[src/rtl/hi_lo_unit_if.sv]
// HI/LO engine <-> execute stage bundle: op issue, MFHI/MFLO read, stall/status.
// Latency: n/a (wiring only).
// Backpressure: stall is driven by the engine; the execute stage holds its op while it is high.
interface hi_lo_unit_if;
  logic        start;
  logic [2:0]  op;
  logic [31:0] rs_val;
  logic [31:0] rt_val;
  logic        mfhi_ex;
  logic        mflo_ex;
  logic [31:0] hi_lo_out;
  logic        busy;
  logic        stall;
  logic        div_zero;

  // Execute stage side
  modport master (
    output start, op, rs_val, rt_val, mfhi_ex, mflo_ex,
    input  hi_lo_out, busy, stall, div_zero
  );

  // Engine side
  modport slave (
    input  start, op, rs_val, rt_val, mfhi_ex, mflo_ex,
    output hi_lo_out, busy, stall, div_zero
  );
endinterface

[src/rtl/hi_lo_unit.sv]
// Iterative 32-step mult/div engine owning the architectural HI/LO registers.
// Latency: MULT/DIV 33 busy cycles after acceptance, result readable the cycle after; MTHI/MTLO 1 cycle.
// Backpressure: while busy, any start or MFHI/MFLO raises stall and is not accepted.
module hi_lo_unit (
  input logic         clk,
  input logic         reset_n,
  hi_lo_unit_if.slave bus
);

  localparam logic [1:0] ST_IDLE = 2'd0;
  localparam logic [1:0] ST_CALC = 2'd1;
  localparam logic [1:0] ST_FIX  = 2'd2;

  localparam logic [2:0] OP_MULT  = 3'b000;
  localparam logic [2:0] OP_DIV   = 3'b010;
  localparam logic [2:0] OP_MTHI  = 3'b100;
  localparam logic [2:0] OP_MTLO  = 3'b101;

  logic [1:0]  state_q, state_d;
  logic [31:0] hi_q, hi_d;
  logic [31:0] lo_q, lo_d;
  logic [31:0] opnd_q, opnd_d;      // multiplicand or divisor magnitude
  logic [63:0] acc_q, acc_d;        // {acc, multiplier} or {remainder, quotient}
  logic [4:0]  cnt_q, cnt_d;
  logic        is_div_q, is_div_d;
  logic        neg_q_q, neg_q_d;    // product / quotient sign
  logic        neg_r_q, neg_r_d;    // remainder sign
  logic        dz_q, dz_d;          // current divide has a zero divisor
  logic [31:0] src_q, src_d;        // raw rs, returned as HI on divide by zero
  logic        div_zero_q, div_zero_d;

  // Operand decode for a newly presented op
  logic        md_op;
  logic        div_op;
  logic        signed_op;
  logic        rs_neg, rt_neg;
  logic [31:0] rs_mag, rt_mag;
  logic        accept_md;

  assign md_op     = (bus.op[2] == 1'b0);
  assign div_op    = md_op & bus.op[1];
  assign signed_op = (bus.op == OP_MULT) || (bus.op == OP_DIV);
  assign rs_neg    = signed_op & bus.rs_val[31];
  assign rt_neg    = signed_op & bus.rt_val[31];
  assign rs_mag    = rs_neg ? (32'd0 - bus.rs_val) : bus.rs_val;
  assign rt_mag    = rt_neg ? (32'd0 - bus.rt_val) : bus.rt_val;
  assign accept_md = (state_q == ST_IDLE) & bus.start & md_op;

  // Multiply step: conditionally add multiplicand to the upper half, then shift right
  logic [32:0] mul_sum;
  logic [63:0] mul_next;
  assign mul_sum  = {1'b0, acc_q[63:32]} + (acc_q[0] ? {1'b0, opnd_q} : 33'd0);
  assign mul_next = {mul_sum, acc_q[31:1]};

  // Restoring divide step: shift left, trial-subtract, keep result if no borrow
  logic [32:0] rem_sh;
  logic [32:0] trial;
  logic        q_bit;
  logic [63:0] div_next;
  assign rem_sh   = acc_q[63:31];
  assign trial    = rem_sh - {1'b0, opnd_q};
  assign q_bit    = ~trial[32];
  assign div_next = {(q_bit ? trial[31:0] : rem_sh[31:0]), acc_q[30:0], q_bit};

  // Result correction applied in FIX
  logic [63:0] prod_fix;
  logic [31:0] quot_fix, rem_fix;
  assign prod_fix = neg_q_q ? (64'd0 - acc_q) : acc_q;
  assign quot_fix = neg_q_q ? (32'd0 - acc_q[31:0]) : acc_q[31:0];
  assign rem_fix  = neg_r_q ? (32'd0 - acc_q[63:32]) : acc_q[63:32];

  // Next-state logic for the FSM, datapath and HI/LO
  always_comb begin
    state_d    = state_q;
    hi_d       = hi_q;
    lo_d       = lo_q;
    opnd_d     = opnd_q;
    acc_d      = acc_q;
    cnt_d      = cnt_q;
    is_div_d   = is_div_q;
    neg_q_d    = neg_q_q;
    neg_r_d    = neg_r_q;
    dz_d       = dz_q;
    src_d      = src_q;
    div_zero_d = div_zero_q;

    case (state_q)
      ST_IDLE: begin
        if (accept_md) begin
          state_d    = ST_CALC;
          cnt_d      = 5'd0;
          is_div_d   = div_op;
          neg_q_d    = rs_neg ^ rt_neg;
          neg_r_d    = rs_neg;
          dz_d       = div_op & (bus.rt_val == 32'd0);
          div_zero_d = div_op & (bus.rt_val == 32'd0);
          src_d      = bus.rs_val;
          opnd_d     = div_op ? rt_mag : rs_mag;
          acc_d      = {32'd0, (div_op ? rs_mag : rt_mag)};
        end else if (bus.start && bus.op == OP_MTHI) begin
          hi_d = bus.rs_val;
        end else if (bus.start && bus.op == OP_MTLO) begin
          lo_d = bus.rs_val;
        end
      end
      ST_CALC: begin
        acc_d = is_div_q ? div_next : mul_next;
        if (cnt_q == 5'd31) begin
          state_d = ST_FIX;
        end else begin
          cnt_d = cnt_q + 5'd1;
        end
      end
      ST_FIX: begin
        state_d = ST_IDLE;
        if (!is_div_q) begin
          hi_d = prod_fix[63:32];
          lo_d = prod_fix[31:0];
        end else if (dz_q) begin
          hi_d = src_q;
          lo_d = 32'hFFFF_FFFF;
        end else begin
          hi_d = rem_fix;
          lo_d = quot_fix;
        end
      end
      default: state_d = ST_IDLE;
    endcase
  end

  // State registers; reset discards any in-flight operation
  always_ff @(posedge clk or negedge reset_n) begin
    if (!reset_n) begin
      state_q    <= ST_IDLE;
      hi_q       <= 32'd0;
      lo_q       <= 32'd0;
      opnd_q     <= 32'd0;
      acc_q      <= 64'd0;
      cnt_q      <= 5'd0;
      is_div_q   <= 1'b0;
      neg_q_q    <= 1'b0;
      neg_r_q    <= 1'b0;
      dz_q       <= 1'b0;
      src_q      <= 32'd0;
      div_zero_q <= 1'b0;
    end else begin
      state_q    <= state_d;
      hi_q       <= hi_d;
      lo_q       <= lo_d;
      opnd_q     <= opnd_d;
      acc_q      <= acc_d;
      cnt_q      <= cnt_d;
      is_div_q   <= is_div_d;
      neg_q_q    <= neg_q_d;
      neg_r_q    <= neg_r_d;
      dz_q       <= dz_d;
      src_q      <= src_d;
      div_zero_q <= div_zero_d;
    end
  end

  assign bus.busy      = (state_q != ST_IDLE);
  assign bus.stall     = bus.busy & (bus.start | bus.mfhi_ex | bus.mflo_ex);
  assign bus.hi_lo_out = bus.mfhi_ex ? hi_q : lo_q;
  assign bus.div_zero  = div_zero_q;

endmodule

[src/flat_wrapper.sv]
// flat-port wrapper written by rule: the top's interface ports become plain ports
module hi_lo_unit_flat 
  (clk, reset_n, bus_start, bus_op, bus_rs_val, bus_rt_val, bus_mfhi_ex, bus_mflo_ex, bus_hi_lo_out, bus_busy, bus_stall, bus_div_zero);
  hi_lo_unit_if bus_i ();
  input logic clk;
  input logic reset_n;
  input wire logic [$bits(bus_i.start)-1:0] bus_start;
  input wire logic [$bits(bus_i.op)-1:0] bus_op;
  input wire logic [$bits(bus_i.rs_val)-1:0] bus_rs_val;
  input wire logic [$bits(bus_i.rt_val)-1:0] bus_rt_val;
  input wire logic [$bits(bus_i.mfhi_ex)-1:0] bus_mfhi_ex;
  input wire logic [$bits(bus_i.mflo_ex)-1:0] bus_mflo_ex;
  output wire logic [$bits(bus_i.hi_lo_out)-1:0] bus_hi_lo_out;
  output wire logic [$bits(bus_i.busy)-1:0] bus_busy;
  output wire logic [$bits(bus_i.stall)-1:0] bus_stall;
  output wire logic [$bits(bus_i.div_zero)-1:0] bus_div_zero;
  assign bus_i.start = bus_start;
  assign bus_i.op = bus_op;
  assign bus_i.rs_val = bus_rs_val;
  assign bus_i.rt_val = bus_rt_val;
  assign bus_i.mfhi_ex = bus_mfhi_ex;
  assign bus_i.mflo_ex = bus_mflo_ex;
  assign bus_hi_lo_out = bus_i.hi_lo_out;
  assign bus_busy = bus_i.busy;
  assign bus_stall = bus_i.stall;
  assign bus_div_zero = bus_i.div_zero;
  hi_lo_unit u_core (.clk(clk), .reset_n(reset_n), .bus(bus_i));
endmodule
[config.mk]
export PLATFORM = sky130hd
export DESIGN_NAME = hi_lo_unit_flat
export DESIGN_NICKNAME = d
export VERILOG_FILES = /design/src/rtl/hi_lo_unit_if.sv /design/src/rtl/hi_lo_unit.sv /design/src/flat_wrapper.sv
export SDC_FILE = /design/constraint.sdc
export NUM_CORES = 1
export LEC_CHECK = 0
export CORE_MARGIN = 4
export CORE_UTILIZATION = 35
export DETAILED_ROUTE_END_ITERATION = 7
export HOLD_SLACK_MARGIN = 0.12
export PLACE_DENSITY = 0.63
export SLEW_MARGIN = 20
export SYNTH_ARGS = -nofsm -noshare
export SYNTH_HDL_FRONTEND = slang
export SYNTH_SLANG_ARGS = --single-unit
[constraint.sdc]
create_clock -name clk -period 6.91 [get_ports clk]
set_input_delay 1.382 -clock clk [delete_from_list [all_inputs] [get_ports clk]]
set_output_delay 1.382 -clock clk [all_outputs]
set_load 0.1 [all_outputs]
==> results of run 1 <==
synthesized netlist by cell type (33+ instances only):
library cell / count
o31ai_1: 33
o21ai_0: 214
mux2_2: 36
inv_1: 71
nor2_1: 161
xor2_1: 59
nand2_1: 328
nor3_1: 34
clkbuf_1: 138
o211ai_1: 38
a21oi_1: 138
xnor2_1: 106
a31oi_1: 38
o22ai_1: 38
a211oi_1: 50
ha_1: 70
mux2i_1: 78
dfrtp_1: 203
cell type report:
| cell class | count | area [µm²] |
|---|---|---|
| clock buffers | 33 | 686 |
| clock inverters | 12 | 149 |
| fillers | 5190 | 30200 |
| inverters | 74 | 278 |
| multi-input cells | 1802 | 11600 |
| flip-flops and latches | 203 | 5080 |
| well taps | 672 | 841 |
| repair buffers | 135 | 1210 |
power breakdown:
group / internal, µW / switching (µW)
clock: 811 / 575
combinational: 2790 / 4790
sequential: 1780 / 886
total: 5390 / 6250
final timing paths:
kind / from / end / slack (ps) / cells past startpoint
max reg2reg: u_core.acc_q[32] / u_core.acc_q[35] / 2500 / 12
max in group asynchronous: reset_n / u_core.state_q[1] / 4830 / 2
min: u_core.src_q[28] / u_core.src_q[28] / 480 / 2
max: bus_mfhi_ex / bus_stall / 1930 / 5
min in group asynchronous: reset_n / u_core.src_q[23] / 810 / 1
min reg2reg: u_core.src_q[28] / u_core.src_q[28] / 480 / 2
logic make-up after synthesis:
family	after synthesis	share of synthesized area
AO/OA/AOI/OAI	730	0.263
AND/OR/NAND/NOR	721	0.187
buffers and inverters	247	0.0610
flip-flops	203	0.288
XOR/XNOR	165	0.0819
multiplexers	114	0.0672
adder cells (fa/ha/maj)	72	0.0519
critical path, cell delays in order:
cell             delay (ps)
clkdlybuf4s50_1         450
buf_4                   400
nor3_1                  120
nor2_1                  100
clkdlybuf4s50_1        1130
flip-flops by register name, summed over array words and instances (netlist names):
name and cells:
u_core.state_q 2, u_core.neg_q_q 1, u_core.dz_q 1, u_core.cnt_q 5, u_core.src_q 32, u_core.is_div_q 1
u_core.hi_q 32, u_core.neg_r_q 1, u_core.lo_q 32, u_core.opnd_q 32, u_core.acc_q 64
stage by stage:
step	setup WS (ps)	hold slack, ps	power [µW]	instances	area, µm²
after floorplan	2240	440	7990	2252	17600
after global placement	1880	455	10000	2886	19000
after detailed placement	1920	462	10100	2886	19000
after CTS	1920	478	11500	2931	19800
after global routing	1840	495	12400	2931	19800
final	1930	475	11600	2931	19800
routing by layer:
layer  vias up  share of wire  track usage
li1       8146              -            -
met1      8757           0.46        0.375
met2       824           0.42        0.368
met3       116          0.087       0.0463
met4         0          0.033       0.0751
met5         -              0            0
==> out/summary.log, run 1 <==
qor: logic_synthesis.ys_seq_area_frac 0.288
qor: detailed_routing.remaining_drc_errors 0
qor: logic_synthesis.synth_cells 2252
qor: clock_network.clockBufferDepth 3
qor: die.start_util 0.353
qor: timing.final_sum_of_negative_setup_slack 0 ps
qor: detailed_routing.first_drt_iteration_drcs 1991
qor: cells_and_area.layout.core_utilization 0.396
qor: detailed_routing.via_cell_ratio 6.09
qor: clock_network.number_of_hold_buffers_added_after_cts 0
qor: timing.setup_viol_count_final 0
qor: logic_synthesis.synth.top_cell.area_share 0.288
qor: cells_and_area.syn2layout_area_growth 12.2%
qor: timing.final-max-slew-violation-count 0
qor: clock_network.clk_root_buffer_cell clkbuf_16
qor: setup_path.worstPathRequired 5530 ps
qor: clock_network.cts_resized 0
qor: placed_design.dp.final_hpwl 52200 µm
qor: timing.timing.fmax 201 MHz
qor: logic_synthesis.synthesis.area 17600 µm²
qor: placed_design.finalWeightedCongestion 0.987
qor: detailed_routing.drt.antenna.violating_nets 0
qor: logic_synthesis.ys_ff_latch 203
qor: run.timing.max_cap.violations 0
qor: timing.slew_headroom 0.289
qor: die.floorplan.io_pins 107
qor: cells_and_area.final_layout_size_suffix_gt1_frac 0.0748
qor: grt.grtUsageTotal 0.251
qor: grt.grt_first_pass_wirelength 106000 µm
qor: logic_synthesis.synth_fp_nets 2396
qor: power.powerDensity 588 nW/µm²
qor: logic_synthesis.post_synth_main_area_contributors dfrtp_1 (29%), nand2_1 (7.0%), o21ai_0 (6.1%)
qor: clock_network.clk_latency 560 ps
qor: die.placementRows 82
qor: detailed_routing.drt_pass1_iterations 6
qor: setup_path.timing.critical_path.from_type input pin
qor: placed_design.buffer_ports.inserted 106
qor: detailed_routing.via_count 17800
qor: clock_network.clk_pin_slew 60 ps
qor: timing.timing.final.crit_share 0.721
qor: die.die_w 233 µm
qor: grt.maximum_number_of_pins_on_one_net_before_global_route_repair 102
qor: die.die_area 54100 µm²
qor: timing.post-route-min-period 4980 ps
qor: detailed_routing.detail_routed_net_length_per_standard_cell 23.9 µm
qor: setup_path.worst_ep_arrival_time 3600 ps
qor: timing.grt_setup_unrepaired false
qor: timing.finalClockSkew 28.3 ps
qor: logic_synthesis.ys_async_sr_fraction 1.00
qor: clock_network.cts-buffers-inserted 25
qor: logic_synthesis.synth-warning-count 0
qor: clock_network.postCtsSetupRepairBufs 0
qor: clock_network.tritoncts done
qor: logic_synthesis.synth_flop_cell dfrtp_1
qor: logic_synthesis.synthesis.area_per_instance 7.84 µm²
qor: die.die_y 233 µm
qor: grt.grt_antenna_before_repair 0
qor: setup_path.worst-path-max-fanout 33
qor: setup_path.endpoint_kind output pin
qor: setup_path.worstSetupPathType input pin to output pin
qor: grt.leftover_overflow_at_the_end_of_global_routing 0
qor: clock_network.maximum_level_of_the_cts_h_tree 1
qor: grt.grt_pass1_vias 16700
qor: cells_and_area.layout.cells.most_common_list nand2_1 (328), o21ai_0 (214), dfrtp_1 (202), nor2_1 (160), a21oi_1 (138)
qor: logic_synthesis.synthDominantAreaCellType dfrtp_1
qor: timing.worstMarginPinSlew 1060 ps
qor: cells_and_area.mostFrequentLayoutCell nand2_1
qor: cells_and_area.num-nets-final 2385
qor: logic_synthesis.synth_edf_count 0
qor: power.power.static_leakage 0.00816 µW
qor: power.largest_vdd_supply_drop 368 µV
qor: cells_and_area.insertedDiodeCount 0
qor: detailed_routing.wl 70200 µm
qor: logic_synthesis.post_synthesis_cell_type_count 78
qor: status.run_status finished clean
qor: timing.final_hold_viol_count 0
qor: min_path.timing.hold.worst.class register to register
qor: clock_network.numClockSinks 203
qor: die.floorplan.core_area 50000 µm²
Power figures use the tool's default switching activity.
==> run 2: changes to the inputs <==
--- a/config.mk
+++ b/config.mk
@@ -9,7 +9,7 @@
 export CORE_UTILIZATION = 35
 export DETAILED_ROUTE_END_ITERATION = 7
 export HOLD_SLACK_MARGIN = 0.12
-export PLACE_DENSITY = 0.63
+export PLACE_DENSITY = 0.65
 export SLEW_MARGIN = 20
 export SYNTH_ARGS = -nofsm -noshare
 export SYNTH_HDL_FRONTEND = slang
==> constraint.sdc (replaced) <==
create_clock -name clk -period 4.06 [get_ports clk]
set_input_delay 0.812 -clock clk [delete_from_list [all_inputs] [get_ports clk]]
set_output_delay 0.812 -clock clk [all_outputs]
set_load 0.1 [all_outputs]
==> run 2 against run 1 <==
Compared with the run above:
- hold slack lost 180 ps
- final area is 5.9% higher
- total power is 79% higher
- sequential share of layout area decreased by 1.4 points
- largest power group unchanged
==> out/summary.log, run 2 (synthesis gave the netlist of run 1 again) <==
qor: setup_path.worst_ep_arrival_time 4230 ps [was 3600 ps]
qor: cells_and_area.layout.cell_area.non_filler 21000 µm² [was 19800 µm²]
qor: die.placementRows 82 [unchanged]
qor: power.power.share.clock 0.117 [was 0.119]
qor: grt.grt_antenna_before_repair 0 [unchanged]
qor: cells_and_area.biggest_register u_core.acc_q [unchanged]
qor: cells_and_area.layout.area.seq 5080 µm² [unchanged]
qor: placed_design.finalWeightedCongestion 1.06 [was 0.987]
qor: timing.post-route-min-period 3790 ps
qor: detailed_routing.drt_pass1_iterations 6 [unchanged]
qor: setup_path.reg2reg_slack 270 ps [was 2500 ps]
qor: power.switching_share 0.518 [was 0.537]
qor: cells_and_area.final_layout_size_suffix_gt1_frac 0.109 [was 0.0748]
qor: grt.grtUsageTotal 0.255 [was 0.251]
qor: power.powerDensity 993 nW/µm² [was 588 nW/µm²]
qor: setup_path.worst-path-max-fanout 27 [was 33]
qor: power.power.static_leakage 0.00876 µW [was 0.00816 µW]
qor: timing.worstMarginPinSlew 975 ps [was 1060 ps]
qor: cells_and_area.syn2layout_area_growth 18.8% [was 12.2%]
qor: grt.leftover_overflow_at_the_end_of_global_routing 0 [unchanged]
qor: grt.grt_first_pass_wirelength 107000 µm [was 106000 µm]
qor: setup_path.timing.critical_path.from_type register [was input pin]
qor: die.floorplan.io_pins 107 [unchanged]
qor: placed_design.post_detailed_placement_cell_area 20100 µm² [was 19000 µm²]
qor: detailed_routing.detail_routed_net_length_per_standard_cell 23.6 µm [was 23.9 µm]
qor: detailed_routing.via_count 18400 [was 17800]
qor: setup_path.crit-reg2reg-launch u_core.opnd_q[0] [was u_core.acc_q[32]]
qor: clock_network.clockBufferDepth 3 [unchanged]
qor: detailed_routing.first_drt_iteration_drcs 2324 [was 1991]
qor: clock_network.clk_pin_slew 60 ps [about the same]
qor: placed_design.buffer_ports.inserted 106 [unchanged]
qor: setup_path.worstSetupPathType register to register [was input pin to output pin]
qor: clock_network.numClockSinks 203 [unchanged]
qor: clock_network.clk_root_buffer_cell clkbuf_16 [unchanged]
qor: timing.slew_headroom 0.348 [was 0.289]
qor: setup_path.rr_worst_depth 13 [was 12]
qor: clock_network.cts_resized 0 [unchanged]
qor: setup_path.worstPathRequired 4490 ps [was 5530 ps]
qor: cells_and_area.multi_input_area 11500 µm² [was 11600 µm²]
qor: timing.grt_setup_unrepaired false [unchanged]
qor: timing.timing.final.crit_share 0.934
qor: timing.setup_viol_count_final 0 [unchanged]
qor: grt.grt_pass1_vias 17400 [was 16700]
qor: clock_network.number_of_hold_buffers_added_after_cts 0 [unchanged]
qor: cells_and_area.num-nets-final 2470 [was 2385]
qor: clock_network.cts-buffers-inserted 25 [unchanged]
qor: timing.final-max-slew-violation-count 0 [unchanged]
qor: die.start_util 0.353 [unchanged]
qor: min_path.timing.hold.worst.class input pin to asynchronous set/reset pin [was register to register]
qor: run.timing.max_cap.violations 0 [unchanged]
qor: cells_and_area.flip_flop_count_of_the_largest_register_after_layout 64 [unchanged]
qor: placed_design.dp.final_hpwl 54000 µm [was 52200 µm]
qor: cells_and_area.mostFrequentLayoutCell nand2_1 [unchanged]
qor: die.die_y 233 µm [unchanged]
qor: power.p_sw 10800 µW [was 6250 µW]
qor: detailed_routing.via_cell_ratio 6.09 [about the same]
qor: power.cell_internal_pwr 10000 µW [was 5390 µW]
qor: clock_network.clk_latency 560 ps [about the same]
qor: clock_network.maximum_level_of_the_cts_h_tree 1 [unchanged]
qor: detailed_routing.remaining_drc_errors 0 [unchanged]
qor: power.power.sequential.fraction 0.207 [was 0.229]
qor: die.floorplan.core_area 50000 µm² [unchanged]
qor: power.p_comb_frac 0.676 [was 0.651]
qor: detailed_routing.drt.antenna.violating_nets 0 [unchanged]
qor: die.die_w 233 µm [unchanged]
qor: power.largest_vdd_supply_drop 589 µV [was 368 µV]
qor: grt.maximum_number_of_pins_on_one_net_before_global_route_repair 109 [was 102]
qor: detailed_routing.wl 71200 µm [was 70200 µm]
qor: clock_network.postCtsSetupRepairBufs 0 [unchanged]
qor: timing.finalClockSkew 19.5 ps [was 28.3 ps]
qor: setup_path.timing.rr.end u_core.acc_q[35] [unchanged]
qor: setup_path.endpoint_kind register [was output pin]
qor: cells_and_area.n_fill_cell 4987 [was 5190]
qor: status.run_status finished clean [unchanged]
qor: clock_network.tritoncts done [unchanged]
qor: timing.final_sum_of_negative_setup_slack 0 ps [unchanged]
qor: cells_and_area.layout.cells.most_common_list nand2_1 (328), o21ai_0 (214), dfrtp_1 (202), nor2_1 (160), a21oi_1 (138) [unchanged]
qor: timing.final_hold_viol_count 0 [unchanged]
qor: die.die_area 54100 µm² [unchanged]
qor: timing.timing.fmax 264 MHz
run 2: cell types whose count changed in the layout (fill, tap and decap cells not counted), moves of 2 or more:
cell / delta
clkbuf_8: +2
clkbuf_1: -2
buf_4: +47
buf_12: +41
clkinv_2: -2
clkdlybuf4s50_1: -2
run 2: stage by stage:
step           cells  hold slack (ps)   util  power, µW  setup slack, ps
2_1_floorplan   2252              440      -      13600              529
3_3_place_gp    2971              454  0.402      17900              181
3_5_place_dp    2971              457  0.402      18100              175
4_1_cts         3013              374  0.419      20600              330
5_1_grt         3013              372  0.419      22100              107
6_report        3014              296  0.420      20800              269
run 2: worst max-delay path by stage:
stage / startpoint / to / slack, ps
2_1_floorplan: bus_mfhi_ex / bus_stall / 530
3_3_place_gp: bus_rt_val[16] / u_core.acc_q[23] / 180
3_5_place_dp: bus_rt_val[16] / u_core.acc_q[23] / 170
4_1_cts: u_core.opnd_q[0] / u_core.acc_q[35] / 330
5_1_grt: u_core.opnd_q[0] / u_core.acc_q[35] / 110
6_report: u_core.opnd_q[0] / u_core.acc_q[35] / 270
run 2: power groups by stage:
stage               sequential (µW)  combinational, µW  clock [µW]
floorplan                      3640               9960           0
global placement               4240              13600           0
detailed placement             4280              13800           0
CTS                            4250              13900        2450
global route                   4410              15200        2520
finish                         4320              14100        2430
run 2: layout make-up:
| class | instances | area share |
|---|---|---|
| clock inverters | 9 | 0.00728 |
| multi-input cells | 1802 | 0.551 |
| inverters | 74 | 0.0133 |
| clock buffers | 33 | 0.0337 |
| flip-flops and latches | 203 | 0.243 |
| repair buffers | 220 | 0.112 |
| diodes | 1 | 0.000119 |
| well taps | 672 | 0.0401 |
run 2: worst max-delay path: stages (launching register included):
cell,delay (ps)
dfrtp_1,420
ha_1,240
fa_1,400
nand2b_1,210
a21o_1,220
a31oi_1,170
buf_4,150
a41oi_1,310
a21oi_1,430
o2111ai_4,330
buf_12,280
mux2_2,280
a21oi_1,160
nor2_1,60
run 2: per-layer routing:
layer  track usage  share of wire  vias to the layer above
li1              -              -                     8318
met1         0.363           0.43                     8905
met2         0.379           0.42                      988
met3        0.0568           0.10                      147
met4        0.0887          0.039                        0
met5             0              0                        -
